$ cat src/rtl/apb_master_bridge_if.sv
`default_nettype none
// ============================================================================
// Module      : apb_master_bridge_if
// Description : Bundles the request side and the APB bus side of the
//               apb_master_bridge.
//               master modport : the bridge's view
//               slave  modport : the requester / slave-fabric view
//   Request : transfer, mpwrite, apb_write_paddr, apb_write_data,
//             apb_read_paddr, req_ready
//   APB     : paddr, pwrite, pwdata, psel, penable, prdata, pready, pslverr
//   Status  : apb_read_data_out, rd_valid, xfer_done, xfer_err
// Revision    : 1.0 - initial release
// ============================================================================
interface apb_master_bridge_if #(
  parameter int ADDR_W  = 8,
  parameter int DATA_W  = 8,
  parameter int NUM_SLV = 2
);
  // request side
  logic                      transfer;
  logic                      mpwrite;
  logic [ADDR_W-1:0]         apb_write_paddr;
  logic [DATA_W-1:0]         apb_write_data;
  logic [ADDR_W-1:0]         apb_read_paddr;
  logic                      req_ready;
  // APB side
  logic [ADDR_W-1:0]         paddr;
  logic                      pwrite;
  logic [DATA_W-1:0]         pwdata;
  logic [NUM_SLV-1:0]        psel;
  logic                      penable;
  logic [NUM_SLV*DATA_W-1:0] prdata;
  logic [NUM_SLV-1:0]        pready;
  logic [NUM_SLV-1:0]        pslverr;
  // completion status
  logic [DATA_W-1:0]         apb_read_data_out;
  logic                      rd_valid;
  logic                      xfer_done;
  logic                      xfer_err;

  modport master (
    input  transfer, mpwrite, apb_write_paddr, apb_write_data, apb_read_paddr,
    input  prdata, pready, pslverr,
    output req_ready, paddr, pwrite, pwdata, psel, penable,
    output apb_read_data_out, rd_valid, xfer_done, xfer_err
  );

  modport slave (
    output transfer, mpwrite, apb_write_paddr, apb_write_data, apb_read_paddr,
    output prdata, pready, pslverr,
    input  req_ready, paddr, pwrite, pwdata, psel, penable,
    input  apb_read_data_out, rd_valid, xfer_done, xfer_err
  );
endinterface
`default_nettype wire

$ cat src/rtl/apb_master_bridge.sv
`default_nettype none
// ============================================================================
// Module      : apb_master_bridge
// Description : Parametrised single-outstanding APB master. Accepts one
//               read/write request at a time, decodes the slave from the top
//               SEL_W address bits, runs SETUP/ACCESS with PREADY wait
//               states, reports PSLVERR, aborts on a wait-state timeout and
//               supports back-to-back transfers.
// Ports       : pclk    - clock, rising edge
//               preset  - synchronous active-high reset
//               bus     - apb_master_bridge_if.master (request + APB + status)
// Revision    : 1.0 - initial release
// ============================================================================
module apb_master_bridge #(
  parameter int ADDR_W  = 8,
  parameter int DATA_W  = 8,
  parameter int NUM_SLV = 2,
  parameter int SEL_W   = 1,
  parameter int TIMEOUT = 15
) (
  input  logic                 pclk,
  input  logic                 preset,
  apb_master_bridge_if.master  bus
);

  localparam int NUM_IDX = 2 ** SEL_W;
  localparam int CNT_W   = (TIMEOUT > 0) ? $clog2(TIMEOUT + 1) : 1;

  typedef enum logic [1:0] {
    ST_IDLE   = 2'd0,
    ST_SETUP  = 2'd1,
    ST_ACCESS = 2'd2
  } state_t;

  state_t              state_q,     state_d;
  logic [ADDR_W-1:0]   paddr_q,     paddr_d;
  logic [DATA_W-1:0]   pwdata_q,    pwdata_d;
  logic                pwrite_q,    pwrite_d;
  logic [DATA_W-1:0]   rdata_q,     rdata_d;
  logic                rd_valid_q,  rd_valid_d;
  logic                xfer_done_q, xfer_done_d;
  logic                xfer_err_q,  xfer_err_d;
  logic                dec_pend_q,  dec_pend_d;
  logic [CNT_W-1:0]    wait_cnt_q,  wait_cnt_d;

  // Slave-side inputs padded out to the full decode range so that an
  // out-of-range index reads as "not ready / no error / zero data".
  logic [NUM_IDX-1:0]  pready_ext;
  logic [NUM_IDX-1:0]  pslverr_ext;
  logic [DATA_W-1:0]   prdata_ext [NUM_IDX];

  for (genvar i = 0; i < NUM_IDX; i++) begin : g_pad
    if (i < NUM_SLV) begin : g_real
      assign pready_ext[i]  = bus.pready[i];
      assign pslverr_ext[i] = bus.pslverr[i];
      assign prdata_ext[i]  = bus.prdata[i*DATA_W +: DATA_W];
    end else begin : g_none
      assign pready_ext[i]  = 1'b0;
      assign pslverr_ext[i] = 1'b0;
      assign prdata_ext[i]  = '0;
    end
  end

  logic [SEL_W-1:0]    cur_idx;
  logic [ADDR_W-1:0]   new_addr;
  logic [SEL_W-1:0]    new_idx;
  logic                new_ok;
  logic                cur_ready;
  logic                req_ready;
  logic                accept;
  logic [NUM_IDX-1:0]  psel_full;

  assign cur_idx   = paddr_q[ADDR_W-1 -: SEL_W];
  assign new_addr  = bus.mpwrite ? bus.apb_write_paddr : bus.apb_read_paddr;
  assign new_idx   = new_addr[ADDR_W-1 -: SEL_W];
  assign new_ok    = (32'(new_idx) < NUM_SLV);
  assign cur_ready = pready_ext[cur_idx];
  assign accept    = bus.transfer && req_ready;

  // A decode error accepted back-to-back cannot pulse in the same cycle as
  // the completion it followed, so it is reported one cycle later from IDLE;
  // new requests are held off for that one cycle.
  always_comb begin
    req_ready = 1'b0;
    case (state_q)
      ST_IDLE:   req_ready = !dec_pend_q;
      ST_ACCESS: req_ready = cur_ready;
      default:   req_ready = 1'b0;
    endcase
  end

  always_comb begin
    psel_full = '0;
    if (state_q != ST_IDLE) psel_full[cur_idx] = 1'b1;
  end

  always_comb begin
    state_d     = state_q;
    paddr_d     = paddr_q;
    pwdata_d    = pwdata_q;
    pwrite_d    = pwrite_q;
    rdata_d     = rdata_q;
    rd_valid_d  = 1'b0;
    xfer_done_d = 1'b0;
    xfer_err_d  = 1'b0;
    dec_pend_d  = 1'b0;
    wait_cnt_d  = wait_cnt_q;

    if (accept) begin
      paddr_d  = new_addr;
      pwdata_d = bus.apb_write_data;
      pwrite_d = bus.mpwrite;
    end

    case (state_q)
      ST_IDLE: begin
        if (dec_pend_q) begin
          xfer_done_d = 1'b1;
          xfer_err_d  = 1'b1;
        end else if (accept) begin
          if (new_ok) begin
            state_d = ST_SETUP;
          end else begin
            xfer_done_d = 1'b1;
            xfer_err_d  = 1'b1;
          end
        end
      end

      ST_SETUP: begin
        state_d    = ST_ACCESS;
        wait_cnt_d = '0;
      end

      ST_ACCESS: begin
        if (cur_ready) begin
          xfer_done_d = 1'b1;
          xfer_err_d  = pslverr_ext[cur_idx];
          wait_cnt_d  = '0;
          // read data is returned even on a slave error
          if (!pwrite_q) begin
            rdata_d    = prdata_ext[cur_idx];
            rd_valid_d = 1'b1;
          end
          if (accept && new_ok) begin
            state_d = ST_SETUP;
          end else if (accept) begin
            state_d    = ST_IDLE;
            dec_pend_d = 1'b1;
          end else begin
            state_d = ST_IDLE;
          end
        end else begin
          wait_cnt_d = wait_cnt_q + CNT_W'(1);
          // this cycle is the TIMEOUT-th wait cycle
          if ((TIMEOUT != 0) && ((32'(wait_cnt_q) + 32'd1) == 32'(TIMEOUT))) begin
            xfer_done_d = 1'b1;
            xfer_err_d  = 1'b1;
            wait_cnt_d  = '0;
            state_d     = ST_IDLE;
          end
        end
      end

      default: state_d = ST_IDLE;
    endcase
  end

  always_ff @(posedge pclk) begin
    if (preset) begin
      state_q     <= ST_IDLE;
      paddr_q     <= '0;
      pwdata_q    <= '0;
      pwrite_q    <= 1'b0;
      rdata_q     <= '0;
      rd_valid_q  <= 1'b0;
      xfer_done_q <= 1'b0;
      xfer_err_q  <= 1'b0;
      dec_pend_q  <= 1'b0;
      wait_cnt_q  <= '0;
    end else begin
      state_q     <= state_d;
      paddr_q     <= paddr_d;
      pwdata_q    <= pwdata_d;
      pwrite_q    <= pwrite_d;
      rdata_q     <= rdata_d;
      rd_valid_q  <= rd_valid_d;
      xfer_done_q <= xfer_done_d;
      xfer_err_q  <= xfer_err_d;
      dec_pend_q  <= dec_pend_d;
      wait_cnt_q  <= wait_cnt_d;
    end
  end

  assign bus.req_ready         = req_ready;
  assign bus.paddr             = paddr_q;
  assign bus.pwrite            = pwrite_q;
  assign bus.pwdata            = pwdata_q;
  assign bus.psel              = psel_full[NUM_SLV-1:0];
  assign bus.penable           = (state_q == ST_ACCESS);
  assign bus.apb_read_data_out = rdata_q;
  assign bus.rd_valid          = rd_valid_q;
  assign bus.xfer_done         = xfer_done_q;
  assign bus.xfer_err          = xfer_err_q;

endmodule
`default_nettype wire
$ cat src/flat_wrapper.sv
// flat-port wrapper written by rule: the top's interface ports become plain ports
module apb_master_bridge_flat 
#(
  parameter int ADDR_W  = 8,
  parameter int DATA_W  = 8,
  parameter int NUM_SLV = 2,
  parameter int SEL_W   = 1,
  parameter int TIMEOUT = 15
)
  (pclk, preset, bus_transfer, bus_mpwrite, bus_apb_write_paddr, bus_apb_write_data, bus_apb_read_paddr, bus_prdata, bus_pready, bus_pslverr, bus_req_ready, bus_paddr, bus_pwrite, bus_pwdata, bus_psel, bus_penable, bus_apb_read_data_out, bus_rd_valid, bus_xfer_done, bus_xfer_err);
  apb_master_bridge_if #(.ADDR_W(ADDR_W), .DATA_W(DATA_W), .NUM_SLV(NUM_SLV)) bus_i ();
  input  logic pclk;
  input  logic preset;
  input wire logic [$bits(bus_i.transfer)-1:0] bus_transfer;
  input wire logic [$bits(bus_i.mpwrite)-1:0] bus_mpwrite;
  input wire logic [$bits(bus_i.apb_write_paddr)-1:0] bus_apb_write_paddr;
  input wire logic [$bits(bus_i.apb_write_data)-1:0] bus_apb_write_data;
  input wire logic [$bits(bus_i.apb_read_paddr)-1:0] bus_apb_read_paddr;
  input wire logic [$bits(bus_i.prdata)-1:0] bus_prdata;
  input wire logic [$bits(bus_i.pready)-1:0] bus_pready;
  input wire logic [$bits(bus_i.pslverr)-1:0] bus_pslverr;
  output wire logic [$bits(bus_i.req_ready)-1:0] bus_req_ready;
  output wire logic [$bits(bus_i.paddr)-1:0] bus_paddr;
  output wire logic [$bits(bus_i.pwrite)-1:0] bus_pwrite;
  output wire logic [$bits(bus_i.pwdata)-1:0] bus_pwdata;
  output wire logic [$bits(bus_i.psel)-1:0] bus_psel;
  output wire logic [$bits(bus_i.penable)-1:0] bus_penable;
  output wire logic [$bits(bus_i.apb_read_data_out)-1:0] bus_apb_read_data_out;
  output wire logic [$bits(bus_i.rd_valid)-1:0] bus_rd_valid;
  output wire logic [$bits(bus_i.xfer_done)-1:0] bus_xfer_done;
  output wire logic [$bits(bus_i.xfer_err)-1:0] bus_xfer_err;
  assign bus_i.transfer = bus_transfer;
  assign bus_i.mpwrite = bus_mpwrite;
  assign bus_i.apb_write_paddr = bus_apb_write_paddr;
  assign bus_i.apb_write_data = bus_apb_write_data;
  assign bus_i.apb_read_paddr = bus_apb_read_paddr;
  assign bus_i.prdata = bus_prdata;
  assign bus_i.pready = bus_pready;
  assign bus_i.pslverr = bus_pslverr;
  assign bus_req_ready = bus_i.req_ready;
  assign bus_paddr = bus_i.paddr;
  assign bus_pwrite = bus_i.pwrite;
  assign bus_pwdata = bus_i.pwdata;
  assign bus_psel = bus_i.psel;
  assign bus_penable = bus_i.penable;
  assign bus_apb_read_data_out = bus_i.apb_read_data_out;
  assign bus_rd_valid = bus_i.rd_valid;
  assign bus_xfer_done = bus_i.xfer_done;
  assign bus_xfer_err = bus_i.xfer_err;
  apb_master_bridge #(.ADDR_W(ADDR_W), .DATA_W(DATA_W), .NUM_SLV(NUM_SLV), .SEL_W(SEL_W), .TIMEOUT(TIMEOUT)) u_core (.pclk(pclk), .preset(preset), .bus(bus_i));
endmodule
$ cat config.mk
export PLATFORM = sky130hd
export DESIGN_NAME = apb_master_bridge_flat
export DESIGN_NICKNAME = d
export VERILOG_FILES = /design/src/rtl/apb_master_bridge_if.sv /design/src/rtl/apb_master_bridge.sv /design/src/flat_wrapper.sv
export SDC_FILE = /design/constraint.sdc
export NUM_CORES = 1
export LEC_CHECK = 0
export CAP_MARGIN = 20
export CORE_MARGIN = 2
export CORE_UTILIZATION = 42
export DETAILED_ROUTE_END_ITERATION = 12
export GPL_ROUTABILITY_DRIVEN = 1
export MAX_ROUTING_LAYER = met4
export PLACE_DENSITY = 0.83
export SLEW_MARGIN = 0
export SYNTH_ARGS = -nofsm -noshare
export SYNTH_HDL_FRONTEND = slang
export SYNTH_SLANG_ARGS = --single-unit
$ cat constraint.sdc
create_clock -name pclk -period 3.2 [get_ports pclk]
set_clock_uncertainty 0.2 [all_clocks]
set_input_delay 0.96 -clock pclk [delete_from_list [all_inputs] [get_ports pclk]]
set_output_delay 0.96 -clock pclk [all_outputs]
set_load 0.02 [all_outputs]
==> flow_metrics.env <==
export IMPL_critPathSlowestCell="clkdlybuf4s50_1"
export IMPL_synth_flop_cell="dfxtp_1"
export IMPL_rows=22
export IMPL_synth_top_area_share=0.413
export IMPL_core_area_um2=3720
export IMPL_grt_busiest_layer="met2"
export IMPL_nFillCells=321
export IMPL_routedWlPerCell_um=13.0
export IMPL_grt_max_degree=26
export IMPL_overflow=0
export IMPL_power_density_nw_per_um2=425
export IMPL_min_delay_start="u_core.bus.pwdata[7]$_SDFFE_PP0P_"
export IMPL_rsz0062_at_grt="false"
export IMPL_use_met3=0.0625
export IMPL_period_needed_ns=3.14
export IMPL_yosysWarningCount=0
export IMPL_hp_class="reg2reg"
export IMPL_cts_sinks=34
export IMPL_ys_types=34
export IMPL_vias=1556
export IMPL_cts_buffers=5
export IMPL_ff2ff_path_depth=6
export IMPL_critical_path_top_delay_family="buffers and inverters"
export IMPL_initial_core_util=0.443
export IMPL_crit_path_end_kind="output port"
export IMPL_synth_most_common_cell="dfxtp_1"
export IMPL_critical_path_cell_chain="clkdlybuf4s50_1, mux2_4, a21o_1, buf_4"
export IMPL_gr_usage_met1=0.225
export IMPL_syn_nets=234
export IMPL_finalHoldWorstSlack_ns=0.253
export IMPL_setup_viol_count_final=0
export IMPL_critical_path_class="in2out"
export IMPL_maxSlewViolCount=0
export IMPL_fin_crit_sh=0.983
export IMPL_relSlewSlack=0.593
export IMPL_tightestPinTransition_ns=0.610
export IMPL_cpPeakStageDelay_ns=0.41
export IMPL_track_usage=0.195
export IMPL_synth_edff_count=0
export IMPL_holdPathEnd="u_core.bus.pwdata[7]$_SDFFE_PP0P_"
export IMPL_ir_drop_mv=0.314
export IMPL_required_ns=2.04
export IMPL_finalNonFillerCells=308
export IMPL_clockRootBuffer="clkbuf_8"
export IMPL_ant_nets=0
export IMPL_report_final_hold_viol_count=0
export IMPL_yosys_top_cells_count="dfxtp_1 (34), nand2_1 (22), nor2_1 (22)"
export IMPL_clkSlewWorstSetupHoldPaths_ns=0.06
export IMPL_power_mw=1.08
export IMPL_seq_area_um2=681
export IMPL_ioPinCount=80
export IMPL_first_pass_iters=4
export IMPL_worst_r2r_setup_slack_ns=1.18
export IMPL_antenna_cells=0
export IMPL_hold_depth=2
export IMPL_cts_max_level=2
export IMPL_timing_rr_start="u_core.wait_cnt_q[1]$_SDFFE_PP0P_"
export IMPL_dp_cells=300
export IMPL_ys_seq_area_frac=0.413
export IMPL_syn_to_final_growth_pct=54.9
export IMPL_use_met2=0.323
export IMPL_dp_hpwl_um=3030
export IMPL_vias_per_cell=5.05
export IMPL_p_leak_nw=0.956
export IMPL_start_kind="primary input"
export IMPL_syn_avg_cell_area_um2=9.15
export IMPL_post_cts_buffers=0
export IMPL_dieArea_um2=4440
export IMPL_status="complete, no violations"
export IMPL_drive_gt1_frac=0.100
export IMPL_drt_initial_drc_count=91
export IMPL_multiInputGateArea_um2=875
export IMPL_clk_latency_ns=0.28
export IMPL_cts_tree="built"
export IMPL_syn_cell_area_um2=1650
export IMPL_critPathBufInv=2
export IMPL_path_max_fanout=2
export IMPL_synth_top_area_cell="dfxtp_1"
export IMPL_routed_wl_um=4000
export IMPL_syn_inst=180
export IMPL_die_x_um=66.6
export IMPL_cts_buffer_depth=2
export IMPL_fp_dieH_um=66.6
export IMPL_fin_setup_tns_ns=0
export IMPL_synthArstFlopShare=0
export IMPL_drv_cap=0
export IMPL_rr_endpoint="u_core.state_q[0]$_SDFFE_PP0P_"
export IMPL_synth_seq_cells=34
export IMPL_gp_congestion=0.771
export IMPL_drc=0
export IMPL_portBuffers=79
export IMPL_synthTopCellsByArea="dfxtp_1 (41%), mux2i_1 (10%), a211oi_2 (6.1%)"
export IMPL_nets=313
export IMPL_post_route_util=0.686
export IMPL_fmax_ghz=0.318
export IMPL_grt_pass1_wl_um=6410
export IMPL_grt_pass1_vias=1457
export IMPL_cp_data_arrival_time_ns=1.98
export IMPL_antenna_found_initial=0
## stage by stage
stage	instance area, µm²	setup WS (ns)
CTS	2540	0.0243
detailed placement	2460	-0.355
global route	2550	0.0198
floorplan	1650	0.566
global placement	2460	-0.326
finish	2550	0.0554
## metal layers
metal / wire length [µm] / up-vias
met2: 1800 / 65
met4: 64 / 0
li1: - / 779
met3: 352 / 6
met5: 0 / -
met1: 1790 / 706
## flip-flops by register name (all words and copies together) (netlist names)
| register | cells |
|---|---|
| u_core.bus.pwdata | 8 |
| u_core.wait_cnt_q | 4 |
| u_core.bus.pwrite | 1 |
| u_core.state_q | 2 |
| u_core.bus.xfer_err | 1 |
| u_core.bus.apb_read_data_out | 8 |
| u_core.bus.paddr | 8 |
| u_core.bus.xfer_done | 1 |
| u_core.bus.rd_valid | 1 |
## worst max path at each step
stage                        from       endpoint  slack [ns]  depth (start not counted)
CTS                 bus_pready[1]  bus_req_ready        0.02                          4
global placement    bus_pready[0]  bus_req_ready       -0.33                          4
floorplan           bus_pready[0]  bus_req_ready        0.57                          2
global route        bus_pready[0]  bus_req_ready        0.02                          4
finish              bus_pready[0]  bus_req_ready        0.06                          4
detailed placement  bus_pready[1]  bus_req_ready       -0.35                          4
## tightest hold or removal path: stages (launching register included)
cell	delay, ns
dfxtp_1	0.31
nand2_1	0.05
a21oi_1	0.05
## where the power goes
part           switching, mW  internal [mW]
sequential            0.0153          0.450
combinational          0.137          0.158
clock                  0.150          0.173
## cells by family (layout without fill, tap and decap cells)
kind of cell,Yosys count,in the layout,synth area share
AO/OA/AOI/OAI,37,37,0.172
adder cells (fa/ha/maj),6,6,0.0456
buffers and inverters,16,96,0.0555
flip-flops,34,34,0.413
multiplexers,19,19,0.119
AND/OR/NAND/NOR,68,68,0.195
## repair_timing
| item | in CTS | in global routing |
|---|---|---|
| setup endpoints to repair | 1 | 1 |
| pin swaps | 0 | 1 |
| endpoints found under the hold margin | 0 | 0 |
| hold buffers | 0 | 0 |
| resized for setup | 4 | 2 |
| cloned | 0 | 0 |
## cells in the final DEF, fill, tap and decap left out, types with 4 or more instances in the layout
master and instances:
clkdlybuf4s50_1 77, dfxtp_1 34, nor2_1 22, nand2_1 22, mux2i_1 17, a21oi_1 13
a211oi_1 8, nand2b_1 8, a211oi_2 8, ha_1 6, clkbuf_8 6, buf_4 6
inv_1 4
## final cells by class
cell class | count | area share
Clock buffer | 7 | 0.0339
Clock inverter | 1 | 0.00196
Inverter | 4 | 0.00589
Multi-Input combinational cell | 130 | 0.343
Sequential cell | 34 | 0.267
Tap cell | 48 | 0.0236
Timing Repair Buffer | 84 | 0.325
Power figures use the tool's default switching activity.
